**src/rtl/rxtx_pkg.sv**
```systemverilog
// Shared constants for the TX job executor: job word layout, FSM encodings
// and skid buffer sizing.
package rxtx_pkg;

  localparam int ADDR_W_DEF = 10;
  localparam int LEN_W_DEF  = 8;
  localparam int DATA_W_DEF = 64;

  // Job word layout: {base address, length}, length in the low bits.
  localparam int JOB_LEN_LSB  = 0;
  localparam int JOB_ADDR_LSB = JOB_LEN_LSB + LEN_W_DEF;

  localparam int SKID_DEPTH = 2;
  localparam int CNT_W      = 2;

  typedef enum logic [1:0] {
    ST_IDLE  = 2'd0,
    ST_READ  = 2'd1,
    ST_DRAIN = 2'd2
  } state_e;

endpackage

```
**src/rtl/stream_skid_buffer.sv**
```systemverilog
// Two-entry fall-through buffer between the memory return path and the stream
// port; an empty buffer forwards its input straight to the output.
module stream_skid_buffer
  import rxtx_pkg::*;
#(
  parameter int W = DATA_W_DEF + 1
) (
  input  logic             clk_i,
  input  logic             rst_i,
  input  logic             in_valid_i,
  input  logic [W-1:0]     in_data_i,
  output logic             out_valid_o,
  output logic [W-1:0]     out_data_o,
  input  logic             out_ready_i,
  output logic [CNT_W-1:0] count_o
);

  logic [W-1:0]     r_mem [SKID_DEPTH];
  logic             r_wr_ptr;
  logic             r_rd_ptr;
  logic [CNT_W-1:0] r_count;

  logic w_empty;
  logic w_bypass;
  logic w_push;
  logic w_pop;

  assign w_empty  = (r_count == '0);
  assign w_bypass = w_empty && in_valid_i && out_ready_i;
  assign w_push   = in_valid_i && !w_bypass && (r_count != CNT_W'(SKID_DEPTH));
  assign w_pop    = !w_empty && out_ready_i;

  always_ff @(posedge clk_i) begin
    // NOTE: state registers use <= so every flop samples pre-edge values.
    if (rst_i) begin
      r_wr_ptr <= 1'b0;
      r_rd_ptr <= 1'b0;
      r_count  <= '0;
    end else begin
      if (w_push) r_wr_ptr <= ~r_wr_ptr;
      if (w_pop)  r_rd_ptr <= ~r_rd_ptr;
      r_count <= r_count + CNT_W'(w_push) - CNT_W'(w_pop);
    end
  end

  // NOTE: storage is not reset; r_count alone decides which entries are live.
  always_ff @(posedge clk_i) begin
    if (w_push) r_mem[r_wr_ptr] <= in_data_i;
  end

  assign out_valid_o = !w_empty || in_valid_i;
  assign out_data_o  = !w_empty  ? r_mem[r_rd_ptr] :
                       in_valid_i ? in_data_i : '0;
  assign count_o     = r_count;

endmodule

```
**src/rtl/tx_job_executor.sv**
```systemverilog
// Pops {base, len} jobs from the arbiter, reads len words from packet memory
// and streams them out with a last tag. Optional stats: `TX_JOB_EXEC_STATS_EN.
module tx_job_executor
  import rxtx_pkg::*;
#(
  parameter  int ADDR_W = ADDR_W_DEF,
  parameter  int LEN_W  = LEN_W_DEF,
  parameter  int DATA_W = DATA_W_DEF,
  localparam int JOB_W  = ADDR_W + LEN_W
) (
  input  logic              clk_i,
  input  logic              rst_i,
  input  logic [JOB_W-1:0]  job_data_i,
  input  logic              job_valid_i,
  output logic              job_pop_o,
  output logic              mem_rd_en_o,
  output logic [ADDR_W-1:0] mem_rd_addr_o,
  input  logic [DATA_W-1:0] mem_rd_data_i,
  output logic [DATA_W-1:0] m_data_o,
  output logic              m_valid_o,
  output logic              m_last_o,
  input  logic              m_ready_i,
  output logic              busy_o
`ifdef TX_JOB_EXEC_STATS_EN
  ,
  output logic [31:0]       stat_jobs_o,
  output logic [31:0]       stat_words_o
`endif
);

  localparam int ADDR_LSB = JOB_LEN_LSB + LEN_W;

  state_e            r_state;
  state_e            w_state_nxt;
  logic [ADDR_W-1:0] r_addr;
  logic [LEN_W-1:0]  r_rem;
  logic              r_rd_pend;
  logic              r_rd_last;

  logic [ADDR_W-1:0] w_job_addr;
  logic [LEN_W-1:0]  w_job_len;
  logic [CNT_W-1:0]  w_occ;
  logic              w_credit;
  logic              w_issue;
  logic              w_accept;
  logic              w_out_valid;
  logic [DATA_W:0]   w_out_word;

  assign w_job_len  = job_data_i[JOB_LEN_LSB +: LEN_W];
  assign w_job_addr = job_data_i[ADDR_LSB +: ADDR_W];

  // One read may be in flight while one word sits buffered; never exceed two.
  assign w_credit = (w_occ == '0) || ((w_occ == CNT_W'(1)) && !r_rd_pend);
  assign w_accept = w_out_valid && m_ready_i;

  always_comb begin
    // NOTE: defaults first so no path through the case leaves a latch.
    w_state_nxt = r_state;
    job_pop_o   = 1'b0;
    w_issue     = 1'b0;
    case (r_state)
      ST_IDLE: begin
        if (job_valid_i && !rst_i) begin
          job_pop_o = 1'b1;
          if (w_job_len != '0) w_state_nxt = ST_READ;
        end
      end
      ST_READ: begin
        if (w_credit) begin
          w_issue = 1'b1;
          if (r_rem == LEN_W'(1)) w_state_nxt = ST_DRAIN;
        end
      end
      ST_DRAIN: begin
        if (w_accept && w_out_word[DATA_W]) w_state_nxt = ST_IDLE;
      end
      default: w_state_nxt = ST_IDLE;
    endcase
  end

  always_ff @(posedge clk_i) begin
    if (rst_i) begin
      r_state   <= ST_IDLE;
      r_addr    <= '0;
      r_rem     <= '0;
      r_rd_pend <= 1'b0;
      r_rd_last <= 1'b0;
    end else begin
      r_state   <= w_state_nxt;
      r_rd_pend <= w_issue;
      r_rd_last <= w_issue && (r_rem == LEN_W'(1));
      if (job_pop_o) begin
        r_addr <= w_job_addr;
        r_rem  <= w_job_len;
      end else if (w_issue) begin
        r_addr <= r_addr + ADDR_W'(1);
        r_rem  <= r_rem - LEN_W'(1);
      end
    end
  end

  stream_skid_buffer #(
    .W (DATA_W + 1)
  ) u_skid (
    .clk_i       (clk_i),
    .rst_i       (rst_i),
    .in_valid_i  (r_rd_pend),
    .in_data_i   ({r_rd_last, mem_rd_data_i}),
    .out_valid_o (w_out_valid),
    .out_data_o  (w_out_word),
    .out_ready_i (m_ready_i),
    .count_o     (w_occ)
  );

  assign mem_rd_en_o   = w_issue;
  assign mem_rd_addr_o = (r_state == ST_IDLE) ? '0 : r_addr;
  assign m_valid_o     = w_out_valid;
  assign m_data_o      = w_out_word[DATA_W-1:0];
  assign m_last_o      = w_out_word[DATA_W];
  assign busy_o        = (r_state != ST_IDLE) || (w_occ != '0) || r_rd_pend;

`ifdef TX_JOB_EXEC_STATS_EN
  logic [31:0] r_stat_jobs;
  logic [31:0] r_stat_words;

  always_ff @(posedge clk_i) begin
    if (rst_i) begin
      r_stat_jobs  <= '0;
      r_stat_words <= '0;
    end else begin
      if (job_pop_o) r_stat_jobs  <= r_stat_jobs + 32'd1;
      if (w_accept)  r_stat_words <= r_stat_words + 32'd1;
    end
  end

  assign stat_jobs_o  = r_stat_jobs;
  assign stat_words_o = r_stat_words;
`endif

endmodule

```
**config.mk**
```make
export PLATFORM = sky130hd
export DESIGN_NAME = tx_job_executor
export DESIGN_NICKNAME = d
export VERILOG_FILES = /design/src/rtl/rxtx_pkg.sv /design/src/rtl/stream_skid_buffer.sv /design/src/rtl/tx_job_executor.sv
export SDC_FILE = /design/constraint.sdc
export NUM_CORES = 1
export LEC_CHECK = 0
export ABC_AREA = 1
export CAP_MARGIN = 40
export CORE_MARGIN = 2
export CORE_UTILIZATION = 54
export DETAILED_ROUTE_END_ITERATION = 6
export GPL_ROUTABILITY_DRIVEN = 0
export PLACE_DENSITY = 0.86
export SYNTH_ARGS = -nofsm -noshare
export SYNTH_HDL_FRONTEND = slang
export SYNTH_HIERARCHICAL = 1
export SYNTH_SLANG_ARGS = --single-unit
```
**constraint.sdc**
```tcl
create_clock -name clk_i -period 8.5 [get_ports clk_i]
set_clock_uncertainty 0.1 [all_clocks]
set_input_delay 1.275 -clock clk_i [delete_from_list [all_inputs] [get_ports clk_i]]
set_output_delay 1.275 -clock clk_i [all_outputs]
set_load 0.01 [all_outputs]
```
=== After elaboration in Yosys (flattened, before gate mapping) ===
Memories as Yosys holds them, arrays and structs flattened. A register that Yosys moved wholly into a read port is not among the register bits.
Index checks and enable logic that the tools add are counted.

* Register bits after elaboration: 26
* Bits in writable memories: 130
* Input bits: 86
* Output and inout port bits: 79
* Word-level logic and storage cells: 71
* Memories kept: 1

* Add/sub/neg operators: 4
* Equal/unequal tests: 10
* Mux-type cells: 21
* Bitwise gates (word level): 2
* Reduce and logical (&&, ||, !) cells: 25

{| class="wikitable"
|+ Memories
! memory !! words !! width !! rd ports !! clocked after Yosys merged registers in !! wr ports !! RTL line !! source
|-
| u_skid.r_mem || 2 || 65 || 1 || 1 || 1 || stream_skid_buffer.sv:18 || <nowiki>logic [W-1:0] r_mem [SKID_DEPTH];</nowiki>
|}

{| class="wikitable"
|+ Operators by type and width
! operator !! count
|-
| $mux W65 || 2
|-
| $mux W10 || 3
|-
| $mux W8 || 2
|-
| $ne A2 B2 Y1 const B || 6
|-
| $add A10 B1 Y10 const B || 1
|-
| $logic_and A1 B1 Y1 || 10
|-
| $mux W2 || 5
|-
| $eq A8 B1 Y1 const B || 1
|-
| $mux W1 || 8
|-
| $reduce_bool A8 Y1 || 1
|-
| $sub A8 B1 Y8 const B || 1
|-
| $pmux W2 S3 || 1
|-
| $reduce_bool A2 Y1 || 3
|-
| $reduce_and A5 Y1 || 1
|-
| $eq A2 B1 Y1 const B || 2
|-
| $logic_not A1 Y1 || 4
|-
| $logic_not A2 Y1 || 2
|-
| $logic_or A1 B1 Y1 || 4
|-
| $add A2 B1 Y2 || 1
|-
| $eq A2 B2 Y1 const B || 1
|-
| $not A1 Y1 || 2
|-
| $sub A2 B1 Y2 || 1
|}

=== Longest topological paths before layout ===
* Depth after elaboration: 8
* Mapped depth: 10
* Mapped depth without buffers: 10

=== Hierarchy ===
Netlist, hierarchy kept.

{| class="wikitable"
|+ Modules (own cells, without submodules)
! module !! instances !! cells each !! area an instance (µm²) !! sequential area each (µm²)
|-
| stream_skid_buffer || 1 || 463 || 5589.1 || 4003.8
|-
| tx_job_executor || 1 || 248 || 1461.4 || 440.4
|}

=== Worst setup path after synthesis ===
Ideal clock, no wire load.

* Path type: input -> register
* From: input port m_ready_i
* To: memory u_skid/r_mem[0][0] (netlist name), enable pin
* Setup time: 0.488 ns
* Data arrival time: 4.342 ns
* Data required time: 7.912 ns
* Path slack: 3.569 ns
* Stages: 3
* Buffers on the path: 0
* Cell sequence: o21ai_0 -> nand2_1 -> nor2_1

* Longest elaborated chain between the ends: 6

{| class="wikitable"
|+ RTL lines
! what !! RTL line !! source
|-
| start, declared || tx_job_executor.sv:22 || <nowiki>input logic m_ready_i,</nowiki>
|-
| $logic_and A1 B1 Y1 || stream_skid_buffer.sv:29 || <nowiki>assign w_bypass = w_empty && in_valid_i && out_ready_i;</nowiki>
|-
| $logic_not A1 Y1 || stream_skid_buffer.sv:30 || <nowiki>assign w_push = in_valid_i && !w_bypass && (r_count != CNT_W'(SKID_DEPTH));</nowiki>
|-
| $logic_and A1 B1 Y1 (2 in series) || stream_skid_buffer.sv:30 ||
|-
| $mux W1 || stream_skid_buffer.sv:48 || <nowiki>if (w_push) r_mem[r_wr_ptr] <= in_data_i;</nowiki>
|-
| $mux W1 (implied by the code) || stream_skid_buffer.sv:48 ||
|-
| end, declared || stream_skid_buffer.sv:18 ||
|}

No other way between the ends.

=== Worst setup path in the final report ===
* From: input port rst_i
* To: output port job_pop_o

* Longest elaborated chain between the ends: 4

{| class="wikitable"
|+ RTL lines
! what !! RTL line !! source
|-
| start, declared || tx_job_executor.sv:12 || <nowiki>input logic rst_i,</nowiki>
|-
| $logic_not A1 Y1 || tx_job_executor.sv:63 || <nowiki>if (job_valid_i && !rst_i) begin</nowiki>
|-
| $logic_and A1 B1 Y1 || tx_job_executor.sv:63 ||
|-
| $mux W1 || tx_job_executor.sv:63 ||
|-
| $mux W1 || tx_job_executor.sv:61 || <nowiki>case (r_state)</nowiki>
|-
| end, declared || tx_job_executor.sv:15 || <nowiki>output logic job_pop_o,</nowiki>
|}

No other way between the ends.

==> impl_metrics.tcl <==
set metrics [dict create \
    status "complete, no violations" \
    dieArea_sq_mm 0.01399 \
    finalWorstSetupSlack_ns 3.380 \
    hold_path.class "reg2reg" \
    core_area_sq_mm 0.01267 \
    syn_area_per_cell_sq_um 9.916 \
    dr.pass1.iters 6 \
    final.fill_count 853 \
    yosysWarnings 6 \
    pre_cts_ws_ns 3.400 \
    min-delay-start "r_rd_last" \
    critPathMaxStageDelay_ns 0.76 \
    worstPathArrival_ns 3.74 \
    layout_common_cells "clkdlybuf4s50_1 (164), edfxtp_1 (130), nor2_1 (107), nand2_1 (93), nand3_1 (92)" \
    postCtsSetupBuffers 0 \
    wire_per_inst_um 17.35 \
    slowest_stage "clkdlybuf4s50_1" \
    cap_violations 0 \
    final_nets 949 \
    comb_power_share 0.393 \
    port_buffers 164 \
    p_leak_nw 3.306 \
    synthesis.nets 802 \
    timing.hold.ws_ns 0.3799 \
    setup-tns-final_ns 0 \
    viasPerCell 5.690 \
    fmax_ghz 0.1953 \
    initial_core_util 0.5564 \
    synth_top_cell_area_share 0.5537 \
    rsz0062_at_grt "no" \
    grt_max_degree 68 \
    vias 5935 \
    root_buffer "clkbuf_16" \
    clk_latency_ns 0.41 \
    htreeDepth 4 \
    cp-start-kind "input pin" \
    switchingPower_mw 0.9542 \
    grt_pass1_vias 5665 \
    antenna_left 0 \
    p_sw_frac 0.3397 \
    power.density_mw_per_mm2 300.0 \
    final_common_cell "clkdlybuf4s50_1" \
    fin_crit_ns 5.120 \
    syn-instance-count 711 \
    cp_top_family "buffers and inverters" \
    rows 41 \
    cp.required_ns 7.12 \
    route.detailed.drc 0 \
    intPower_mw 1.855 \
    syn_area_sq_mm 0.007051 \
    multi_input_area_sq_mm 0.002202 \
    cp-end-kind "output port" \
    seqCellArea_sq_mm 0.004447 \
    tightest_slew_ns 0.8333 \
    clk_pin_slew_ns 0.06 \
    crit_fanout 21 \
    final-hold-violation-count 0 \
    grt_usage 0.2575 \
    antenna_found_initial 0 \
    path_class "in2out" \
    timing.rr.start "r_rd_pend" \
    post-route-period-util 0.6023 \
    critical_path.startpoint "rst_i" \
    path_cells "clkdlybuf4s50_1, inv_2, nand2_1, nor2_2, clkdlybuf4s50_1" \
    postCtsHoldBufs 0 \
    clk_path_buf_depth 2 \
    slew_viol_final 0 \
    cts_buffers 17 \
    grt_pass1_wl_um 28720 \
    synth.area.top_cells "edfxtp_1 (55%), dfxtp_1 (7.7%), nand3_1 (6.5%)" \
    cts_resized 0 \
    cts.sinks 157 \
    clkPwrFrac 0.281 \
    yosys.cell_types.count 28 \
    hpwl_um 11460 \
    drt_first_iter_violations 693 \
    crit_path_frequent_cell "clkdlybuf4s50_1" \
    ir_drop_mv 0.2026 \
    die_w_um 118.3 \
    ys_seq_area_frac 0.6303 \
    drt_wl_total_um 18100 \
    drive_gt1_frac 0.06200 \
    io_pins 165 \
    die_h_um 118.3 \
    finalSetupViolations 0 \
    ys_ff_latch 157 \
    relSlewSlack 0.4424 \
    area_delta_synth_final_pct 32.83 \
    diodes 0 \
    synth_largest_area_cell "edfxtp_1" \
    cts_tree "yes" \
    seqPwrFrac 0.326 \
    overflow 0 \
    path_buf_inv 3 \
]
[through the flow]
stage                     power, mW  cell area (sq um)    util  instances
after CTS                     2.821               9365  0.7391       1043
after global routing          2.936               9365  0.7391       1043
after detailed placement      2.026               8745  0.6901       1011
after floorplan               1.513               7051       -        711
after global placement        1.966               8697  0.6864       1009
final                         2.809               9365  0.7391       1043
[final cells by class]
| type | instances | share of cell area |
|---|---|---|
| tap | 172 | 0.02298 |
| inverter | 41 | 0.01643 |
| sequential | 157 | 0.4748 |
| timing repair buffer | 171 | 0.1844 |
| multi-input combinational | 470 | 0.2351 |
| clock inverter | 15 | 0.02084 |
| clock buffer | 17 | 0.04542 |
[cells in the mapped netlist (all sizes together)]
| cell type | number |
|---|---|
| nand3 | 94 |
| inv | 41 |
| a31oi | 4 |
| xnor2 | 1 |
| nand4 | 6 |
| nand2 | 93 |
| clkbuf | 14 |
| a21oi | 8 |
| nor2 | 113 |
| or2 | 2 |
| edfxtp | 130 |
| dfxtp | 27 |
| buf | 29 |
| nand3b | 1 |
| xor2 | 1 |
| ha | 5 |
| and2 | 1 |
| nor3 | 2 |
| o21ai | 139 |
[worst register-to-register path, delay by kind of cell, from the launching register on]
kind	cells	cell delay (ns)
buffers and inverters	3	1.62
flip-flops	1	0.64
AND/OR/NAND/NOR	1	0.21
[layer usage]
metal	part of all wire	wire length, um	track usage	up-vias
met3	0.091	1648	0.05261	18
li1	-	-	-	2771
met4	0.0091	165	0.07831	0
met5	0	0	0	-
met1	0.39	7084	0.3292	2796
met2	0.51	9198	0.4422	350
[final timing paths]
kind	cells after the start	slack, ns	to
max	5	3.38	job_pop_o
min	0	0.38	u_skid/r_mem[1][64]
max reg2reg	4	5.54	u_skid/r_mem[1][0]
min reg2reg	0	0.38	u_skid/r_mem[1][64]
[registers in the layout (all words and copies together) (netlist names), named ones only]
| register | count |
|---|---|
| u_skid/count_o | 2 |
| u_skid/r_wr_ptr | 1 |
| r_addr | 10 |
| u_skid/r_rd_ptr | 1 |
| r_state | 2 |
| r_rd_pend | 1 |
| r_rem | 8 |
| r_rd_last | 1 |
| u_skid/r_mem | 130 |
[cell families after synthesis]
logic type,count (synthesis),synth area share
AND/OR/NAND/NOR,312,0.1915
buffers and inverters,84,0.05838
AO/OA/AOI/OAI,151,0.1084
adder cells (fa/ha/maj),5,0.008873
XOR/XNOR,2,0.002485
flip-flops,157,0.6303
[power by group through the flow]
stage                     Combinational [mW]  Clock [mW]  Sequential (mW)
after CTS                               1.11       0.801            0.915
after floorplan                        0.606           0            0.907
after global routing                    1.18       0.831            0.921
after global placement                  1.03           0            0.941
final                                   1.10       0.790            0.915
after detailed placement                1.10           0            0.931
Note: power is estimated with default switching activity, not from simulation.
